<file path="src/rtl/uc_defs.sv">
// Shared encodings for the uCode CPU datapath: stack-effect codes, ALU opcodes,
// the internal shift-stack control and the canonical boolean cell values.
package uc_defs;

    typedef enum logic [2:0] {
        NO_SE    = 3'd0,
        DROP     = 3'd1,
        PUSH     = 3'd2,
        RPLC     = 3'd3,
        SWAP     = 3'd4,
        OVER     = 3'd5,
        ROT      = 3'd6,
        POP_RPLC = 3'd7
    } d_se_e;

    typedef enum logic [3:0] {
        NO_OP = 4'd0,
        ADD   = 4'd1,
        SUB   = 4'd2,
        NOT   = 4'd3,
        AND   = 4'd4,
        XOR   = 4'd5,
        OR    = 4'd6,
        ROL   = 4'd7,
        ROR   = 4'd8,
        INC   = 4'd9,
        DEC   = 4'd10,
        LSL   = 4'd11,
        LSR   = 4'd12,
        ASR   = 4'd13,
        NEG   = 4'd14
    } alu_op_e;

    // Whole-array movement of a shift stack; top-of-stack writes are separate.
    typedef enum logic [1:0] {
        SH_HOLD = 2'd0,
        SH_DOWN = 2'd1,
        SH_UP   = 2'd2
    } shift_e;

    localparam logic [15:0] TRUE  = 16'hFFFF;
    localparam logic [15:0] FALSE = 16'h0000;

endpackage

</file>
<file path="src/rtl/uc_lifo.sv">
// Depth-parameterised shift-register stack. Entry 0 is the top; the array moves
// as a whole, then the top and optionally the next two cells are overwritten.
module uc_lifo
    import uc_defs::*;
#(
    parameter int WIDTH = 16,
    parameter int DEPTH = 12
) (
    input  logic             i_clk,
    input  logic             i_rst_n,
    input  shift_e           i_shift,
    input  logic             i_wr0,
    input  logic [WIDTH-1:0] i_s0_data,
    input  logic             i_wr12,
    input  logic [WIDTH-1:0] i_s1_data,
    input  logic [WIDTH-1:0] i_s2_data,
    output logic [WIDTH-1:0] o_s0,
    output logic [WIDTH-1:0] o_s1,
    output logic [WIDTH-1:0] o_s2
);

    logic [WIDTH-1:0] s_q [DEPTH];
    logic [WIDTH-1:0] s_d [DEPTH];

    always_comb begin
        // NOTE: the full default copy keeps every path assigned, so no latch is inferred.
        s_d = s_q;
        case (i_shift)
            SH_DOWN: begin
                for (int i = 1; i < DEPTH; i++) s_d[i] = s_q[i-1];
            end
            SH_UP: begin
                for (int i = 0; i < DEPTH - 1; i++) s_d[i] = s_q[i+1];
                s_d[DEPTH-1] = '0;
            end
            default: ;
        endcase
        if (i_wr0) s_d[0] = i_s0_data;
        if (i_wr12) begin
            for (int i = 1; i < DEPTH && i < 3; i++) s_d[i] = (i == 1) ? i_s1_data : i_s2_data;
        end
    end

    // NOTE: every cell is reset, not just the top, because pops expose deeper
    // entries and an empty stack must read back as zero.
    always_ff @(posedge i_clk or negedge i_rst_n) begin
        if (!i_rst_n) begin
            for (int i = 0; i < DEPTH; i++) s_q[i] <= '0;
        end else begin
            s_q <= s_d;
        end
    end

    assign o_s0 = s_q[0];
    assign o_s1 = s_q[1];

    generate
        if (DEPTH > 2) begin : g_s2_tap
            assign o_s2 = s_q[2];
        end else begin : g_s2_zero
            assign o_s2 = '0;
        end
    endgenerate

endmodule

</file>
<file path="src/rtl/uc_stack_alu.sv">
// uCode CPU datapath core: data stack with stack-effect decode, return stack
// with push/pop control, and a one-cycle registered ALU.
module uc_stack_alu
    import uc_defs::*;
#(
    parameter int WIDTH   = 16,
    parameter int D_DEPTH = 12,
    parameter int R_DEPTH = 12
) (
    input  logic             i_clk,
    input  logic             i_rst_n,
    input  logic [WIDTH-1:0] i_d_data,
    input  logic [2:0]       i_d_se,
    output logic [WIDTH-1:0] o_d0,
    output logic [WIDTH-1:0] o_d1,
    input  logic [WIDTH-1:0] i_r_data,
    input  logic             i_r_push,
    input  logic             i_r_pop,
    output logic [WIDTH-1:0] o_r0,
    output logic [WIDTH-1:0] o_r1,
    input  logic [3:0]       i_alu_op,
    input  logic [WIDTH-1:0] i_alu_arg0,
    input  logic [WIDTH-1:0] i_alu_arg1,
    output logic [WIDTH-1:0] o_alu_data
);

    shift_e           d_shift;
    logic             d_wr0, d_wr12;
    logic [WIDTH-1:0] d_s0_data, d_s1_data, d_s2_data;
    logic [WIDTH-1:0] d2;

    always_comb begin
        d_shift   = SH_HOLD;
        d_wr0     = 1'b0;
        d_wr12    = 1'b0;
        d_s0_data = i_d_data;
        d_s1_data = o_d1;
        d_s2_data = d2;
        case (d_se_e'(i_d_se))
            DROP:     d_shift = SH_UP;
            PUSH:     begin d_shift = SH_DOWN; d_wr0 = 1'b1; end
            RPLC:     d_wr0 = 1'b1;
            SWAP:     begin d_wr0 = 1'b1; d_s0_data = o_d1; d_wr12 = 1'b1; d_s1_data = o_d0; end
            OVER:     begin d_shift = SH_DOWN; d_wr0 = 1'b1; d_s0_data = o_d1; end
            ROT: begin
                d_wr0     = 1'b1;
                d_s0_data = d2;
                d_wr12    = 1'b1;
                d_s1_data = o_d0;
                d_s2_data = o_d1;
            end
            POP_RPLC: begin d_shift = SH_UP; d_wr0 = 1'b1; end
            default: ;
        endcase
    end

    uc_lifo #(.WIDTH(WIDTH), .DEPTH(D_DEPTH)) u_d_stack (
        .i_clk     (i_clk),
        .i_rst_n   (i_rst_n),
        .i_shift   (d_shift),
        .i_wr0     (d_wr0),
        .i_s0_data (d_s0_data),
        .i_wr12    (d_wr12),
        .i_s1_data (d_s1_data),
        .i_s2_data (d_s2_data),
        .o_s0      (o_d0),
        .o_s1      (o_d1),
        .o_s2      (d2)
    );

    shift_e           r_shift;
    logic             r_wr0;
    logic [WIDTH-1:0] r2;

    always_comb begin
        r_shift = SH_HOLD;
        r_wr0   = 1'b0;
        if (i_r_push && !i_r_pop) begin
            r_shift = SH_DOWN;
            r_wr0   = 1'b1;
        end else if (i_r_pop && !i_r_push) begin
            r_shift = SH_UP;
        end else if (i_r_push && i_r_pop) begin
            r_wr0 = 1'b1;
        end
    end

    // The return stack never rewrites s1/s2, so its own taps are fed back as hold values.
    uc_lifo #(.WIDTH(WIDTH), .DEPTH(R_DEPTH)) u_r_stack (
        .i_clk     (i_clk),
        .i_rst_n   (i_rst_n),
        .i_shift   (r_shift),
        .i_wr0     (r_wr0),
        .i_s0_data (i_r_data),
        .i_wr12    (1'b0),
        .i_s1_data (o_r1),
        .i_s2_data (r2),
        .o_s0      (o_r0),
        .o_s1      (o_r1),
        .o_s2      (r2)
    );

    logic [WIDTH-1:0] alu_d, alu_q;
    logic [WIDTH-1:0] a, b;

    assign a = i_alu_arg0;
    assign b = i_alu_arg1;

    always_comb begin
        alu_d = '0;
        case (alu_op_e'(i_alu_op))
            NO_OP: alu_d = a;
            ADD:   alu_d = a + b;
            SUB:   alu_d = a - b;
            NOT:   alu_d = ~a;
            AND:   alu_d = a & b;
            XOR:   alu_d = a ^ b;
            OR:    alu_d = a | b;
            ROL:   alu_d = {a[WIDTH-2:0], a[WIDTH-1]};
            ROR:   alu_d = {a[0], a[WIDTH-1:1]};
            INC:   alu_d = a + WIDTH'(1);
            DEC:   alu_d = a - WIDTH'(1);
            LSL:   alu_d = {a[WIDTH-2:0], 1'b0};
            LSR:   alu_d = {1'b0, a[WIDTH-1:1]};
            ASR:   alu_d = {a[WIDTH-1], a[WIDTH-1:1]};
            NEG:   alu_d = WIDTH'(0) - a;
            default: alu_d = '0;
        endcase
    end

    // NOTE: sequential state uses non-blocking assignment so all registers sample together.
    always_ff @(posedge i_clk or negedge i_rst_n) begin
        if (!i_rst_n) alu_q <= '0;
        else          alu_q <= alu_d;
    end

    assign o_alu_data = alu_q;

endmodule

</file>
<file path="config.mk">
export PLATFORM = sky130hd
export DESIGN_NAME = uc_stack_alu
export DESIGN_NICKNAME = d
export VERILOG_FILES = /design/src/rtl/uc_defs.sv /design/src/rtl/uc_lifo.sv /design/src/rtl/uc_stack_alu.sv
export SDC_FILE = /design/constraint.sdc
export NUM_CORES = 1
export LEC_CHECK = 0
export BUFFER_PORTS_ARGS = -buffer_cell sky130_fd_sc_hd__buf_4
export CAP_MARGIN = 15
export CORE_MARGIN = 1.5
export CORE_UTILIZATION = 60
export DETAILED_ROUTE_END_ITERATION = 7
export PLACE_DENSITY = 0.85
export SYNTH_ARGS = -nofsm -noshare
export SYNTH_HDL_FRONTEND = slang
export SYNTH_SLANG_ARGS = --single-unit
</file>
<file path="constraint.sdc">
create_clock -name i_clk -period 2.6 [get_ports i_clk]
set_input_delay 0.13 -clock i_clk [delete_from_list [all_inputs] [get_ports i_clk]]
set_output_delay 0.13 -clock i_clk [all_outputs]
set_load 0.01 [all_outputs]
</file>
==> flow_summary.toml <==
[cts]
htree_levels = 2
cts_tree = "done"
ctsLongestPathBuffers = 3
insertion_delay_ns = 0.55
path_clk_slew_ns = 0.06
cts_sinks = 400
numCtsBuffers = 41
clockRootBuffer = "clkbuf_16"

[synthesis]
ys_ff_latch = 400
ys_warn_count = 0
synth_common_cells = "dfrtp_1 (400), mux2i_1 (343), nand2_1 (261), o21ai_0 (244), a21oi_1 (212)"
avgSynthCellArea_um2 = 9.42
netlist.area_leader.share_pct = 46.2
synth.distinct_cells = 65
synthCells = 2300
ys.flop_type = "dfrtp_1"
ys_seq_area_share_pct = 46.2
synthTopCellsByArea = "dfrtp_1 (46%), mux2i_1 (16%), o21ai_0 (5.6%)"
synth_top_area_cell = "dfrtp_1"
synthArstFlopShare_pct = 100
synth_area_um2 = 21700
synth_nets = 2432
synth_edf_count = 0
synth_most_common_cell = "dfrtp_1"

[place]
dp_hpwl_mm = 35.3
port_buffers = 154
dp.cells = 2804
gp_congestion = 0.950

[sta]
fmaxAchievable_mhz = 360
finalCritPeriodShare_pct = 107
period_needed_ns = 2.78
fin_tns_setup_ns = -0.566
finClkSkew_ns = 0.0132
hold_viol_final = 0
setup_viol = 4
slew_headroom_pct = 25.5
layout_setup_ws_ns = -0.181
slew_violations = 0
worstMarginPinSlew_ns = 1.11
rsz0062_at_grt = "true"

[power]
p_per_area_nw_per_um2 = 887
ir_drop_uv = 809
leakage_nw = 11.1
total_power_mw = 22.4

[floorplan]
die_height_um = 193
initial_core_util_pct = 60.9
die_w_um = 193
coreArea_um2 = 35600
die_area_um2 = 37300
pin_count = 155
rows = 69

[global_route]
grt.overflow.total = 0
grt_first_pass_wirelength_mm = 85.3
first_global_vias = 16500
grt_usage_pct = 28.6
grt_antenna_before_repair = 1
grt_max_degree = 167

[worst_setup_path]
cp_cell_sequence = "buf_6 > or3_4 > or4_4 > or3_4 > buf_4 > nand2_2 > a21oi_2 > a21oi_2 > ha_4 > a21o_1 > a31oi_4 > o221ai_1 > or3_1 > o211ai_1"
worstPathArrival_ns = 3.25
cp_top_family = "simple AND/OR/NAND/NOR gates"
startpoint_type = "input pin"
end_kind = "flop"
slowest_delay_ns = 0.50
slowest_stage = "or4_4"
required_ns = 3.07
cp_num_buf_inv = 2
worstSetupPathType = "input pin to flop"
critPathMaxFanout = 4

[route]
ant_nets = 0
post-route-drc-count = 0
wl_per_cell_um = 18.2
detailroute.via_count = 17200
first_pass_iters = 5
routed_wl_mm = 52.9
avgViaCountPerCell = 5.92
drt_iter0_drc = 1419

[layout]
synthToLayoutAreaGrowth_pct = 16.6
antenna_cells = 0
final_net_count = 2551
finish.utilization_pct = 71.1
drive_above_1_share_pct = 15.8
fin_cells = 2910

[flow_run]
cap_violations = 0

[status]
outcome = "finished, violations left"
violations = "negative setup slack"

[min_path]
hold_class = "input pin to flop"
metal layers:
layer	part of all wire [%]	up-vias	global-route usage, %
li1	-	8203	-
met4	2.7	2	9.32
met5	0.023	-	0
met2	47	500	45.3
met1	45	8415	39.9
met3	5.5	95	5.03
final cells by class:
| type | count | area (um^2) |
|---|---|---|
| inverters | 57 | 215 |
| multi-input cells | 1609 | 10500 |
| repair buffers | 310 | 2630 |
| well taps | 461 | 577 |
| clock inverters | 11 | 125 |
| flip-flops and latches | 400 | 10000 |
| fillers | 2448 | 10300 |
| clock buffers | 62 | 1210 |
placed cells by master (no fill, tap or decap), types with 13 or more instances in the layout:
cell type	synthesis	layout
nand3_1	22	22
dfrtp_1	400	400
ha_1	56	52
a21oi_1	212	207
buf_4	64	259
nand2_1	261	258
nor2_1	211	210
nand3b_1	19	19
dlygate4sd3_1	0	30
inv_1	56	56
a221o_1	20	20
buf_12	0	17
a21o_1	14	14
o21ai_0	244	237
mux2i_1	343	343
a21boi_0	13	13
clkbuf_16	0	42
xnor2_1	20	19
nand2b_1	24	24
final timing paths:
path | slack, ns | to | from | cells past startpoint
worst min register to register | 0.48 | u_d_stack.s_q[5] | u_d_stack.s_q[5] | 2
worst max-delay path | -0.18 | o_alu_data[15] | i_alu_arg1[5] | 14
worst max register to register | 1.56 | u_d_stack.o_s0[1] | u_d_stack.o_s2[1] | 3
max in group asynchronous | 1.54 | u_d_stack.o_s2[12] | i_rst_n | 3
worst min-delay path | 0.02 | u_d_stack.o_s0[5] | i_d_data[5] | 4
min in group asynchronous | 0.18 | u_r_stack.s_q[2] | i_rst_n | 2
repair_timing:
action,CTS,global route
hold buffers,30,0
hold endpoints to repair,106,0
pin swaps,11,10
buffers inserted,1,2
gates resized for setup,10,12
endpoints found under the setup margin,3,6
worst reg2reg max path, delay by kind of cell (launching register included):
kind | cells | cell delay, ns
compound gates | 2 | 0.34
flops | 1 | 0.47
simple gates | 1 | 0.11
cells by family after synthesis:
kind of cell    share of synthesized area (%)
compound gates                           15.4
xor+xnor                                 1.01
fa+ha+maj                                3.32
buf+inv                                  6.16
flops                                    46.2
mux                                      15.9
simple gates                             12.1
registers in the layout, indices dropped and copies added (netlist names):
| name | count |
|---|---|
| u_r_stack.o_s0 | 16 |
| u_r_stack.s_q | 144 |
| o_alu_data | 16 |
| u_d_stack.s_q | 144 |
| u_r_stack.o_s2 | 16 |
| u_d_stack.o_s2 | 16 |
| u_d_stack.o_s0 | 16 |
| u_r_stack.o_s1 | 16 |
| u_d_stack.o_s1 | 16 |
power by group:
part	internal (mW)	switching [mW]	leakage, nW
Clock	3.41	2.44	0.648
Sequential	8.60	2.24	4.70
Combinational	2.76	2.97	5.71
Total	14.8	7.65	11.1
per-stage QoR:
step           worst slack (ns)  hold slack (ns)  instance area, um^2
2_1_floorplan            -0.604           -0.166                21800
3_3_place_gp             -0.759            0.191                23500
3_5_place_dp             -0.759            0.182                23500
4_1_cts                  -0.143          0.00315                25200
5_1_grt                  -0.321           0.0548                25300
6_report                 -0.181           0.0210                25300
No activity file was read; power rests on OpenSTA's default activity.
